<file path="config.mk">
export PLATFORM = sky130hd
export DESIGN_NAME = disp_mux_count_flat
export DESIGN_NICKNAME = d
export VERILOG_FILES = /design/src/rtl/disp_pkg.sv /design/src/rtl/disp_mux_count_if.sv /design/src/rtl/bin2bcd_seq.sv /design/src/rtl/disp_mux_count.sv /design/src/flat_wrapper.sv
export SDC_FILE = /design/constraint.sdc
export NUM_CORES = 1
export LEC_CHECK = 0
export BUFFER_PORTS_ARGS = -buffer_cell sky130_fd_sc_hd__buf_2
export CORE_MARGIN = 3
export CORE_UTILIZATION = 53
export DETAILED_ROUTE_END_ITERATION = 6
export HOLD_SLACK_MARGIN = 0.12
export PLACE_DENSITY_LB_ADDON = 0.12
export SLEW_MARGIN = 30
export SYNTH_ARGS = -nofsm -noshare
export SYNTH_HDL_FRONTEND = slang
export SYNTH_SLANG_ARGS = --single-unit
</file>
<file path="constraint.sdc">
create_clock -name clk -period 1.5 [get_ports clk]
set_input_delay 0.225 -clock clk [delete_from_list [all_inputs] [get_ports clk]]
set_output_delay 0.225 -clock clk [all_outputs]
set_load 0.02 [all_outputs]
</file>
<file path="src/rtl/disp_pkg.sv">
// Shared types and constants for the multiplexed BCD display block:
// conversion FSM state enum, segment constants and the 0-9 glyph table.
// Segment patterns are active-low in {g,f,e,d,c,b,a} order.
package disp_pkg;

  typedef enum logic [1:0] {
    IDLE   = 2'd0,
    SHIFT  = 2'd1,
    UPDATE = 2'd2
  } conv_state_t;

  localparam logic [6:0] SEG_BLANK = 7'h7F;
  localparam logic [6:0] SEG_DASH  = 7'b0111111;

  // Index n holds the glyph for decimal digit n.
  localparam logic [9:0][6:0] SEG_GLYPH = {
    7'b0010000,  // 9
    7'b0000000,  // 8
    7'b1111000,  // 7
    7'b0000010,  // 6
    7'b0010010,  // 5
    7'b0011001,  // 4
    7'b0110000,  // 3
    7'b0100100,  // 2
    7'b1111001,  // 1
    7'b1000000   // 0
  };

  // Non-decimal nibbles cannot come out of the converter; blank them anyway.
  function automatic logic [6:0] seg_glyph(input logic [3:0] nib);
    if (nib > 4'd9) return SEG_BLANK;
    return SEG_GLYPH[nib];
  endfunction

  function automatic int unsigned pow10(input int unsigned n);
    int unsigned p;
    p = 1;
    for (int unsigned i = 0; i < n; i++) p = p * 10;
    return p;
  endfunction

endpackage

</file>
<file path="src/rtl/disp_mux_count_if.sv">
// Bus bundle for disp_mux_count.
// Handshake: a load is accepted on a rising clk edge where load=1 and
// ready=1; while ready=0 a load is dropped, never held or queued, and the
// producer must present it again once ready returns high.
// state mirrors the conversion FSM for observation only.
interface disp_mux_count_if #(
  parameter int WIDTH  = 5,
  parameter int DIGITS = 2
);
  import disp_pkg::*;

  logic [WIDTH-1:0]    value_in;
  logic                load;
  logic                ready;
  logic [4*DIGITS-1:0] bcd_out;
  logic                overflow;
  logic [6:0]          seg;
  logic [DIGITS-1:0]   an;
  conv_state_t         state;

  modport master (
    output value_in, load,
    input  ready, bcd_out, overflow, seg, an, state
  );

  modport slave (
    input  value_in, load,
    output ready, bcd_out, overflow, seg, an, state
  );

endinterface

</file>
<file path="src/rtl/bin2bcd_seq.sv">
// Sequential binary-to-BCD converter (shift-add-3 double dabble).
// IDLE captures a value, SHIFT runs WIDTH adjust+shift steps, UPDATE
// publishes the result. Only the low DIGITS digits are kept: carries out of
// the top digit are dropped, which leaves the lower digits exact because
// double dabble only ever carries upward.
module bin2bcd_seq
  import disp_pkg::*;
#(
  parameter int WIDTH  = 5,
  parameter int DIGITS = 2
) (
  input  logic                clk,
  input  logic                rst,
  input  logic [WIDTH-1:0]    value_in,
  input  logic                load,
  output logic                ready,
  output logic [4*DIGITS-1:0] bcd_out,
  output logic                overflow,
  output conv_state_t         state
);

  // Values at or above this cannot be shown in DIGITS decimal digits.
  localparam int unsigned LIMIT = pow10(DIGITS);
  localparam int          CW    = $clog2(WIDTH + 1);

  logic [WIDTH-1:0]    bin_q;
  logic [4*DIGITS-1:0] bcd_q;
  logic [4*DIGITS-1:0] bcd_adj;
  logic [CW-1:0]       cnt_q;
  logic                ovf_q;
  logic                ovf_calc;

  // Add 3 to every digit that is 5 or more before the next doubling.
  always_comb begin
    bcd_adj = bcd_q;
    for (int i = 0; i < DIGITS; i++) begin
      if (bcd_q[i*4 +: 4] >= 4'd5) bcd_adj[i*4 +: 4] = bcd_q[i*4 +: 4] + 4'd3;
    end
  end

  // Range check on the value being captured (WIDTH is at most 32).
  always_comb begin
    ovf_calc = (32'(value_in) >= LIMIT);
  end

  // Conversion FSM. ready stays low for one IDLE cycle after UPDATE so the
  // fresh bcd_out is visible for a full cycle before the next accept.
  always_ff @(posedge clk or posedge rst) begin
    if (rst) begin
      state    <= IDLE;
      ready    <= 1'b1;
      bcd_out  <= '0;
      overflow <= 1'b0;
      bin_q    <= '0;
      bcd_q    <= '0;
      cnt_q    <= '0;
      ovf_q    <= 1'b0;
    end else begin
      case (state)
        IDLE: begin
          if (load && ready) begin
            bin_q <= value_in;
            bcd_q <= '0;
            cnt_q <= '0;
            ovf_q <= ovf_calc;
            ready <= 1'b0;
            state <= SHIFT;
          end else begin
            ready <= 1'b1;
          end
        end
        SHIFT: begin
          {bcd_q, bin_q} <= {bcd_adj, bin_q} << 1;
          cnt_q          <= cnt_q + 1'b1;
          if (cnt_q == CW'(WIDTH - 1)) state <= UPDATE;
        end
        UPDATE: begin
          bcd_out  <= bcd_q;
          overflow <= ovf_q;
          state    <= IDLE;
        end
        default: begin
          state <= IDLE;
          ready <= 1'b1;
        end
      endcase
    end
  end

endmodule

</file>
<file path="src/rtl/disp_mux_count.sv">
// Multiplexed 7-segment display of a binary count.
// A bin2bcd_seq converts each accepted value; this top scans the digits
// with a SCAN_DIV-cycle prescaler and drives registered segment/anode
// outputs. Optional build macro: LEAD_ZERO_BLANK_EN blanks zero digits
// above the highest non-zero digit (digit 0 always shows).
module disp_mux_count
  import disp_pkg::*;
#(
  parameter int WIDTH    = 5,
  parameter int DIGITS   = 2,
  parameter int SCAN_DIV = 50000
) (
  input logic              clk,
  input logic              rst,
  disp_mux_count_if.slave  bus
);

  localparam int IW = (DIGITS > 1) ? $clog2(DIGITS) : 1;
  localparam int PW = (SCAN_DIV > 1) ? $clog2(SCAN_DIV) : 1;

  logic                ready;
  logic                overflow;
  logic [4*DIGITS-1:0] bcd_out;
  conv_state_t         state;

  logic [PW-1:0]       pre_q;
  logic [IW-1:0]       idx_q;
  logic [DIGITS-1:0]   an_q;
  logic [6:0]          seg_q;
  logic                wrap;
  logic [3:0]          cur_nib;
  logic                lead_zero;
  logic [6:0]          seg_next;

  bin2bcd_seq #(
    .WIDTH  (WIDTH),
    .DIGITS (DIGITS)
  ) u_conv (
    .clk      (clk),
    .rst      (rst),
    .value_in (bus.value_in),
    .load     (bus.load),
    .ready    (ready),
    .bcd_out  (bcd_out),
    .overflow (overflow),
    .state    (state)
  );

  assign bus.ready    = ready;
  assign bus.bcd_out  = bcd_out;
  assign bus.overflow = overflow;
  assign bus.state    = state;
  assign bus.seg      = seg_q;
  assign bus.an       = an_q;

  assign wrap = (pre_q == PW'(SCAN_DIV - 1));

  // Glyph for the digit that becomes enabled at the next wrap.
  always_comb begin
    cur_nib   = bcd_out[int'(idx_q)*4 +: 4];
    lead_zero = 1'b0;
`ifdef LEAD_ZERO_BLANK_EN
    lead_zero = (idx_q != '0);
    for (int i = 0; i < DIGITS; i++) begin
      if (i >= int'(idx_q) && bcd_out[i*4 +: 4] != 4'd0) lead_zero = 1'b0;
    end
`endif
    if (overflow)       seg_next = SEG_DASH;
    else if (lead_zero) seg_next = SEG_BLANK;
    else                seg_next = seg_glyph(cur_nib);
  end

  // Scan: on each prescaler wrap enable digit idx_q, load its glyph and
  // move the index on; anodes and segments therefore change together and
  // a new bcd_out shows up at the next wrap without shifting scan timing.
  always_ff @(posedge clk or posedge rst) begin
    if (rst) begin
      pre_q <= '0;
      idx_q <= '0;
      an_q  <= '1;
      seg_q <= SEG_BLANK;
    end else if (wrap) begin
      pre_q <= '0;
      an_q  <= ~(DIGITS'(1) << idx_q);
      seg_q <= seg_next;
      idx_q <= (idx_q == IW'(DIGITS - 1)) ? '0 : idx_q + 1'b1;
    end else begin
      pre_q <= pre_q + 1'b1;
    end
  end

endmodule
</file>
<file path="src/flat_wrapper.sv">
// flat-port wrapper written by rule: the top's interface ports become plain ports
module disp_mux_count_flat import disp_pkg::*;
#(
  parameter int WIDTH    = 5,
  parameter int DIGITS   = 2,
  parameter int SCAN_DIV = 50000
)
  (clk, rst, bus_value_in, bus_load, bus_ready, bus_bcd_out, bus_overflow, bus_seg, bus_an, bus_state);
  disp_mux_count_if #(.WIDTH(WIDTH), .DIGITS(DIGITS)) bus_i ();
  input logic clk;
  input logic rst;
  input wire logic [$bits(bus_i.value_in)-1:0] bus_value_in;
  input wire logic [$bits(bus_i.load)-1:0] bus_load;
  output wire logic [$bits(bus_i.ready)-1:0] bus_ready;
  output wire logic [$bits(bus_i.bcd_out)-1:0] bus_bcd_out;
  output wire logic [$bits(bus_i.overflow)-1:0] bus_overflow;
  output wire logic [$bits(bus_i.seg)-1:0] bus_seg;
  output wire logic [$bits(bus_i.an)-1:0] bus_an;
  output wire logic [$bits(bus_i.state)-1:0] bus_state;
  assign bus_i.value_in = bus_value_in;
  assign bus_i.load = bus_load;
  assign bus_ready = bus_i.ready;
  assign bus_bcd_out = bus_i.bcd_out;
  assign bus_overflow = bus_i.overflow;
  assign bus_seg = bus_i.seg;
  assign bus_an = bus_i.an;
  assign bus_state = bus_i.state;
  disp_mux_count #(.WIDTH(WIDTH), .DIGITS(DIGITS), .SCAN_DIV(SCAN_DIV)) u_core (.clk(clk), .rst(rst), .bus(bus_i));
endmodule
</file>
# [Word-level counts from Yosys, hierarchy flattened]
# Memories as Yosys holds them, arrays and structs flattened.
# Index checks and enable logic that the tools add are counted.
[op_classes] addsub=5 n_reduce_logical=6 n_eq_ne=6 n_bitwise=1 shift=2 mux=19 order_cmp=4
[op_table] operator="7-bit 2-to-1 mux" n=3
[op_table] operator="16-bit by 1-bit adder with 16-bit output, second input constant" n=1
[op_table] operator="16-bit equality test, second input constant" n=1
[op_table] operator="16-bit 2-to-1 mux" n=1
[op_table] operator="8-bit one-hot mux with 2 select lines" n=1
[op_table] operator="5-bit one-hot mux with 2 select lines" n=1
[op_table] operator="4-bit by 3-bit >= comparator with 1-bit output, second input constant" n=2
[op_table] operator="8-bit 2-to-1 mux" n=1
[op_table] operator="8-bit by 4-bit variable part select with 4-bit output" n=1
[op_table] operator="3-bit 2-to-1 mux" n=2
[op_table] operator="3-bit one-hot mux with 2 select lines" n=1
[op_table] operator="4-bit by 5-bit < comparator with 1-bit output, second input constant" n=1
[op_table] operator="5-bit 2-to-1 mux" n=1
[op_table] operator="4-bit by 2-bit adder with 4-bit output, second input constant" n=1
[op_table] operator="4-bit > comparator, second input constant" n=1
[op_table] operator="2-bit 2-to-1 mux" n=2
[op_table] operator="4-bit 2-to-1 mux" n=1
[op_table] operator="2-bit inequality test, second input constant" n=2
[op_table] operator="2-bit one-hot mux with 2 select lines" n=1
[op_table] operator="2-bit AND reduction" n=2
[op_table] operator="3-bit by 1-bit adder with 3-bit output, second input constant" n=1
[op_table] operator="3-bit by 2-bit adder with 3-bit output, second input constant" n=1
[op_table] operator="3-bit equality test, second input constant" n=1
[op_table] operator="1-bit 2-to-1 mux" n=3
[op_table] operator="10 further kinds" n=10
[totals] ff_bits=53 out_inout_bits=21 input_bits=8 n_memories=1 romBits=112
[mem_list] memory="(name not given)" words=16 word_bits=7 rd=1 rd_clocked_by_memory_dff=0 wr=0 line="disp_pkg.sv:32" rtl="return SEG_GLYPH[nib];"

# [Logic depth before layout (Yosys ltp)]
[depth] ltp_word=4 mapped_depth=8 depth_no_buf=7

# [Hierarchy]
# A second synthesis with hierarchy kept.
[unflattened] cells_unflattened=252 area_unflattened_um2=2810.2
[modules_own_cells] module="disp_mux_count" cells_each=130 area_each_um2=1431.4 seq_area_each_um2=661.9 n_inst=1
[modules_own_cells] module="bin2bcd_seq" cells_each=122 area_each_um2=1378.8 seq_area_each_um2=676.9 n_inst=1

# [Worst setup path after synthesis]
# Ideal clock, no wire load.
[synth_path] path_kind="flip-flop to flip-flop" start="register u_core.u_conv.state[0]" end="register u_core.u_conv.bin_q[1]" setup_slack_ps=-182 arrival_time_ps=1546 setup_time_ps=136 period_less_slack_ps=1682 t_required_ps=1364 path_buffers=1 path_stages_with_launch=8 path_cell_list="dfrtp_1 -> inv_1 -> ha_1 -> a21bo_1 -> o21ai_2 -> buf_2 -> nand2_1 -> o21ai_0"
[synth_via] elab_chain_len=3 word_cells_on_any_way=6 cone_classes="2 x eq/ne; 1 x mux; 3 x reduce/logical"
[synth_rtl] item="start: declaration" line="bin2bcd_seq.sv:19" rtl="output conv_state_t state"
[synth_rtl] item="start signal: assignment" line="bin2bcd_seq.sv:50" rtl="state <= IDLE;"
[synth_rtl] item="start signal: assignment" line="bin2bcd_seq.sv:67" rtl="state <= SHIFT;"
[synth_rtl] item="start signal: assignment" line="bin2bcd_seq.sv:75" rtl="if (cnt_q == CW'(WIDTH - 1)) state <= UPDATE;"
[synth_rtl] item="2-bit by 1-bit equality test with 1-bit output / 2-bit logical NOT (equally long branches)" line="bin2bcd_seq.sv:59" rtl="case (state)"
[synth_rtl] item="2-bit nonzero test (no source line) / 2-bit inequality test (equally long branches)"
[synth_rtl] item="2-bit AND reduction (no source line)"
[synth_rtl] item="end signal: assignment" line="bin2bcd_seq.sv:62" rtl="bin_q <= value_in;"
[synth_rtl] item="end signal: assignment" line="bin2bcd_seq.sv:73" rtl="{bcd_q, bin_q} <= {bcd_adj, bin_q} << 1;"
[synth_rtl] item="end: declaration" line="bin2bcd_seq.sv:26" rtl="logic [WIDTH-1:0] bin_q;"
# Several ways; a longest one is shown, not always the timed one.
# A chain may end at the register's enable or synchronous reset.

# [Worst setup path in the final report]
[layout_path] start="register u_core.idx_q" end="register u_core.seg_q[4], in the netlist u_core.bus.seg[4]"
[layout_via] elab_chain_len=4 word_cells_on_any_way=6 cone_classes="1 x order compare; 1 x shift; 3 x mux; 1 x memory"
[layout_rtl] item="start: declaration" line="disp_mux_count.sv:27" rtl="logic [IW-1:0] idx_q;"
[layout_rtl] item="start signal: assignment" line="disp_mux_count.sv:86" rtl="idx_q <= (idx_q == IW'(DIGITS - 1)) ? '0 : idx_q + 1'b1;"
[layout_rtl] item="8-bit by 4-bit variable part select with 4-bit output (*)" line="disp_mux_count.sv:60" rtl="cur_nib = bcd_out[int'(idx_q)*4 +: 4];"
[layout_rtl] item="memory read 16 x 7 bit / 4-bit > comparator (equally long branches)"
[layout_rtl] item="7-bit 2-to-1 mux (implied by the code) / 1-bit 2-to-1 mux (equally long branches)" line="disp_pkg.sv:32, disp_pkg.sv:31"
[layout_rtl] item="7-bit 2-to-1 mux (*)" line="disp_pkg.sv:32"
[layout_rtl] item="end signal: assignment" line="disp_mux_count.sv:85" rtl="seg_q <= seg_next;"
[layout_rtl] item="end: declaration" line="disp_mux_count.sv:29" rtl="logic [6:0] seg_q;"
# Mark *: on every way between the ends. The rest lies on a longest branch, timed or not. The select of a mux whose other input is x is not followed.

==> reports/metrics.yaml <==
status:
  run_status: "complete, but fails checks"
  violations: "negative setup slack"
final_layout:
  num-fill-cells: 326
  fin_nets: 355
  final_cell_mix: "sky130_fd_sc_hd__buf_4 (44), sky130_fd_sc_hd__dfrtp_1 (39), sky130_fd_sc_hd__nand2_1 (28)"
  area.growth.synth_to_final_pct: 35.57
  layout-drive-gt1-share: 0.4880
  num_antenna_cells: 0
  layout.cells.most_common: "sky130_fd_sc_hd__buf_4"
timing:
  final.setup.worst_slack_ns: -0.06111
  final_worst_path_period_share: 1.041
  fmax_achieved_mhz: 640.6
  final-setup-viol-count: 7
  final_sum_of_negative_setup_slack_ns: -0.2874
  slew_limit_fails: 0
  rsz0062_at_grt: "true"
  clock_skew_ns: 0.006170
  hold_violations: 0
  finalCriticalPeriod_ns: 1.561
detailed_routing:
  routed_wirelength_um: 5767
  dr.pass1.iters: 4
  route.detailed.wl_per_inst_um: 14.45
  final_antenna_net_count: 0
  vias: 2062
  via_per_inst: 5.168
  drcViolationCount: 0
  drt_iter0_markers: 54
synth:
  syn-cell-area_sq_mm: 0.002744
  synth_net_count: 276
  synth.distinct_cells: 52
  syn_avg_cell_area_sq_um: 10.89
  async_flop_share: 1.000
  ys_seq_area_frac: 0.4879
  synth-seq-cells: 53
  synth_edf_count: 0
  synth.yosys.warnings: 0
  synthCells: 252
  synthFlopType: "sky130_fd_sc_hd__dfrtp_1"
power_and_ir_drop:
  power.static_leakage_uw: 0.001772
  peakVddDrop_v: 0.001133
  pwr_density_cell_mw_per_mm2: 1551
placement:
  dp_hpwl_um: 3911
  placement.io_buffers: 27
  gp_routability_congestion: 0.7856
  detailedPlace.worstSlack_ns: -0.06115
floorplan:
  initial_utilization: 0.5659
  die_area_sq_mm: 0.006076
  rows: 25
  die_width_um: 77.95
  io-pin-count: 29
  chipHeight_um: 77.95
  core_sq_mm: 0.004848
clocking:
  max-clock-path-buffers: 2
  clk_latency_ns: 0.30
  cts_tree: "done"
  numCtsBuffers: 5
  cts.sink_count: 53
  cts_max_level: 2
  root_buffer_master: "sky130_fd_sc_hd__clkbuf_8"
  clkTransAtPathRegs_ns: 0.09
critical_path:
  critical_path_class: "flip-flop to flip-flop"
  timing.critical_path.cells: "mux2_4 -> inv_4 -> ha_4 -> nor2_4 -> o21ai_2 -> nand2_2 -> o22a_1"
  path_delay_family: "flip-flops"
  cpMaxStageDelayCell: "sky130_fd_sc_hd__dfrtp_2"
  crit_path_end_kind: "flip-flop"
  crit_required_ns: 1.73
  timing.critical_path.fanout_max: 4
  cp.buffers_inverters: 1
  crit_path_start_kind: "flip-flop"
  cpPeakStageDelay_ns: 0.46
  worst_ep_arrival_time_ns: 1.79
grt:
  antenna_found_initial: 0
  global_route_wire_length_before_repair_um: 9411
  global_route.usage.total: 0.1958
  grt_max_degree: 29
  grt-ovfl-total: 0
  grt_pass1_vias: 2020
worst_hold_path:
  worst_hold_path_type: "input port to flip-flop"
run:
  cap_viol_max_count: 0
==> worst register-to-register path: cells and delay by family, from the launching register on <==
family / cells / cell delay (ns)
adders and majority gates: 1 / 0.15
AOI/OAI and AO/OA: 2 / 0.33
muxes: 1 / 0.34
and+or+nand+nor: 2 / 0.12
buffers and inverters: 1 / 0.09
DFF: 1 / 0.46
==> flip-flops by register name (all words and copies together), names as in the netlist <==
register	flops
u_core.pre_q	16
u_core.u_conv.bcd_out	8
u_core.u_conv.bcd_q	8
u_core.bus.seg	7
u_core.u_conv.bin_q	5
u_core.u_conv.cnt_q	3
u_core.bus.an	2
u_core.u_conv.state	2
u_core.idx_q	1
u_core.u_conv.ready	1
==> metal layers <==
metal	part of all wire	global-route usage	vias to the layer above
met1	0.43	0.2337	989
met2	0.53	0.3493	25
met4	0.020	0.06469	0
met3	0.026	0.04176	10
met5	0	0	-
li1	-	-	1038
==> power breakdown <==
part           internal [uW]  switching [uW]  total [uW]  leakage [uW]
Combinational           1300            1380        2680       0.00103
Clock                    663             454        1120     0.0000681
Sequential              1710             260        1970      0.000670
==> cell usage after synthesis, types with 2 or more instances <==
cell / count / share of area
sky130_fd_sc_hd__nand2_1: 29 / 0.040
sky130_fd_sc_hd__ha_1: 16 / 0.073
sky130_fd_sc_hd__dfrtp_1: 43 / 0.39
sky130_fd_sc_hd__dfstp_2: 10 / 0.096
sky130_fd_sc_hd__buf_2: 2 / 0.0036
sky130_fd_sc_hd__nand2b_1: 2 / 0.0046
sky130_fd_sc_hd__nor2_1: 15 / 0.021
sky130_fd_sc_hd__buf_4: 2 / 0.0055
sky130_fd_sc_hd__xnor2_1: 8 / 0.026
sky130_fd_sc_hd__nand4_2: 2 / 0.0091
sky130_fd_sc_hd__a32o_1: 2 / 0.0073
sky130_fd_sc_hd__xor2_1: 8 / 0.026
sky130_fd_sc_hd__clkbuf_1: 3 / 0.0041
sky130_fd_sc_hd__nand4_1: 2 / 0.0046
sky130_fd_sc_hd__a21oi_1: 5 / 0.0091
sky130_fd_sc_hd__and2_1: 2 / 0.0046
sky130_fd_sc_hd__mux2_2: 12 / 0.049
sky130_fd_sc_hd__o21ai_0: 18 / 0.033
sky130_fd_sc_hd__nor3_1: 3 / 0.0055
sky130_fd_sc_hd__inv_1: 12 / 0.016
sky130_fd_sc_hd__o22a_1: 3 / 0.0096
sky130_fd_sc_hd__a22o_1: 6 / 0.019
sky130_fd_sc_hd__mux2i_1: 10 / 0.036
sky130_fd_sc_hd__nand3_1: 9 / 0.016
==> through the flow <==
step	power [uW]	std cells	area (sq um)	hold slack, ns	utilization
final	5769	399	3720	0.2178	0.7672
after global routing	6209	399	3720	0.2500	0.7672
after CTS	5320	390	3530	0.2075	0.7280
after detailed placement	4091	380	3343	0.1723	0.6895
after global placement	4030	380	3343	0.1767	0.6895
after floorplan	3422	252	2844	0.2826	-
==> final timing paths <==
kind                                  start                      to  slack (ns)  cells after the start
setup / recovery               u_core.idx_q       u_core.bus.seg[4]       -0.06                      7
hold / removal              bus_value_in[3]  u_core.u_conv.bin_q[3]        0.22                      3
max in group asynchronous               rst  u_core.u_conv.state[1]        0.60                      4
hold reg to reg            u_core.bus.an[0]        u_core.bus.an[0]        0.49                      2
min in group asynchronous               rst  u_core.u_conv.bin_q[4]        0.40                      3
setup reg to reg               u_core.idx_q       u_core.bus.seg[4]       -0.06                      7
==> timing repair <==
action	in CTS	in global routing
endpoints found under the hold margin	26	0
gates resized for setup	9	34
buffers inserted	0	8
cloned	1	1
hold buffers	1	0
setup endpoints to repair	25	36
pin swaps	6	12
==> final cells by class <==
class | count | area [sq um] | share of cell area
clock buffer | 5 | 68.82 | 0.01850
clock inverter | 3 | 65.06 | 0.01749
inverter | 12 | 56.30 | 0.01514
multi-input combinational | 180 | 1530 | 0.4114
sequential | 53 | 1344 | 0.3613
tap | 67 | 83.83 | 0.02254
timing repair buffer | 79 | 571.8 | 0.1537
==> kinds of logic after synthesis <==
group	synth area share
multiplexers	0.09120
AND/OR/NAND/NOR	0.1569
XOR/XNOR	0.05107
adder cells (fa/ha/maj)	0.07296
buffers and inverters	0.03511
other	0.001367
flip-flops	0.4879
AO/OA/AOI/OAI	0.1035
(Power assumes the default switching activity.)
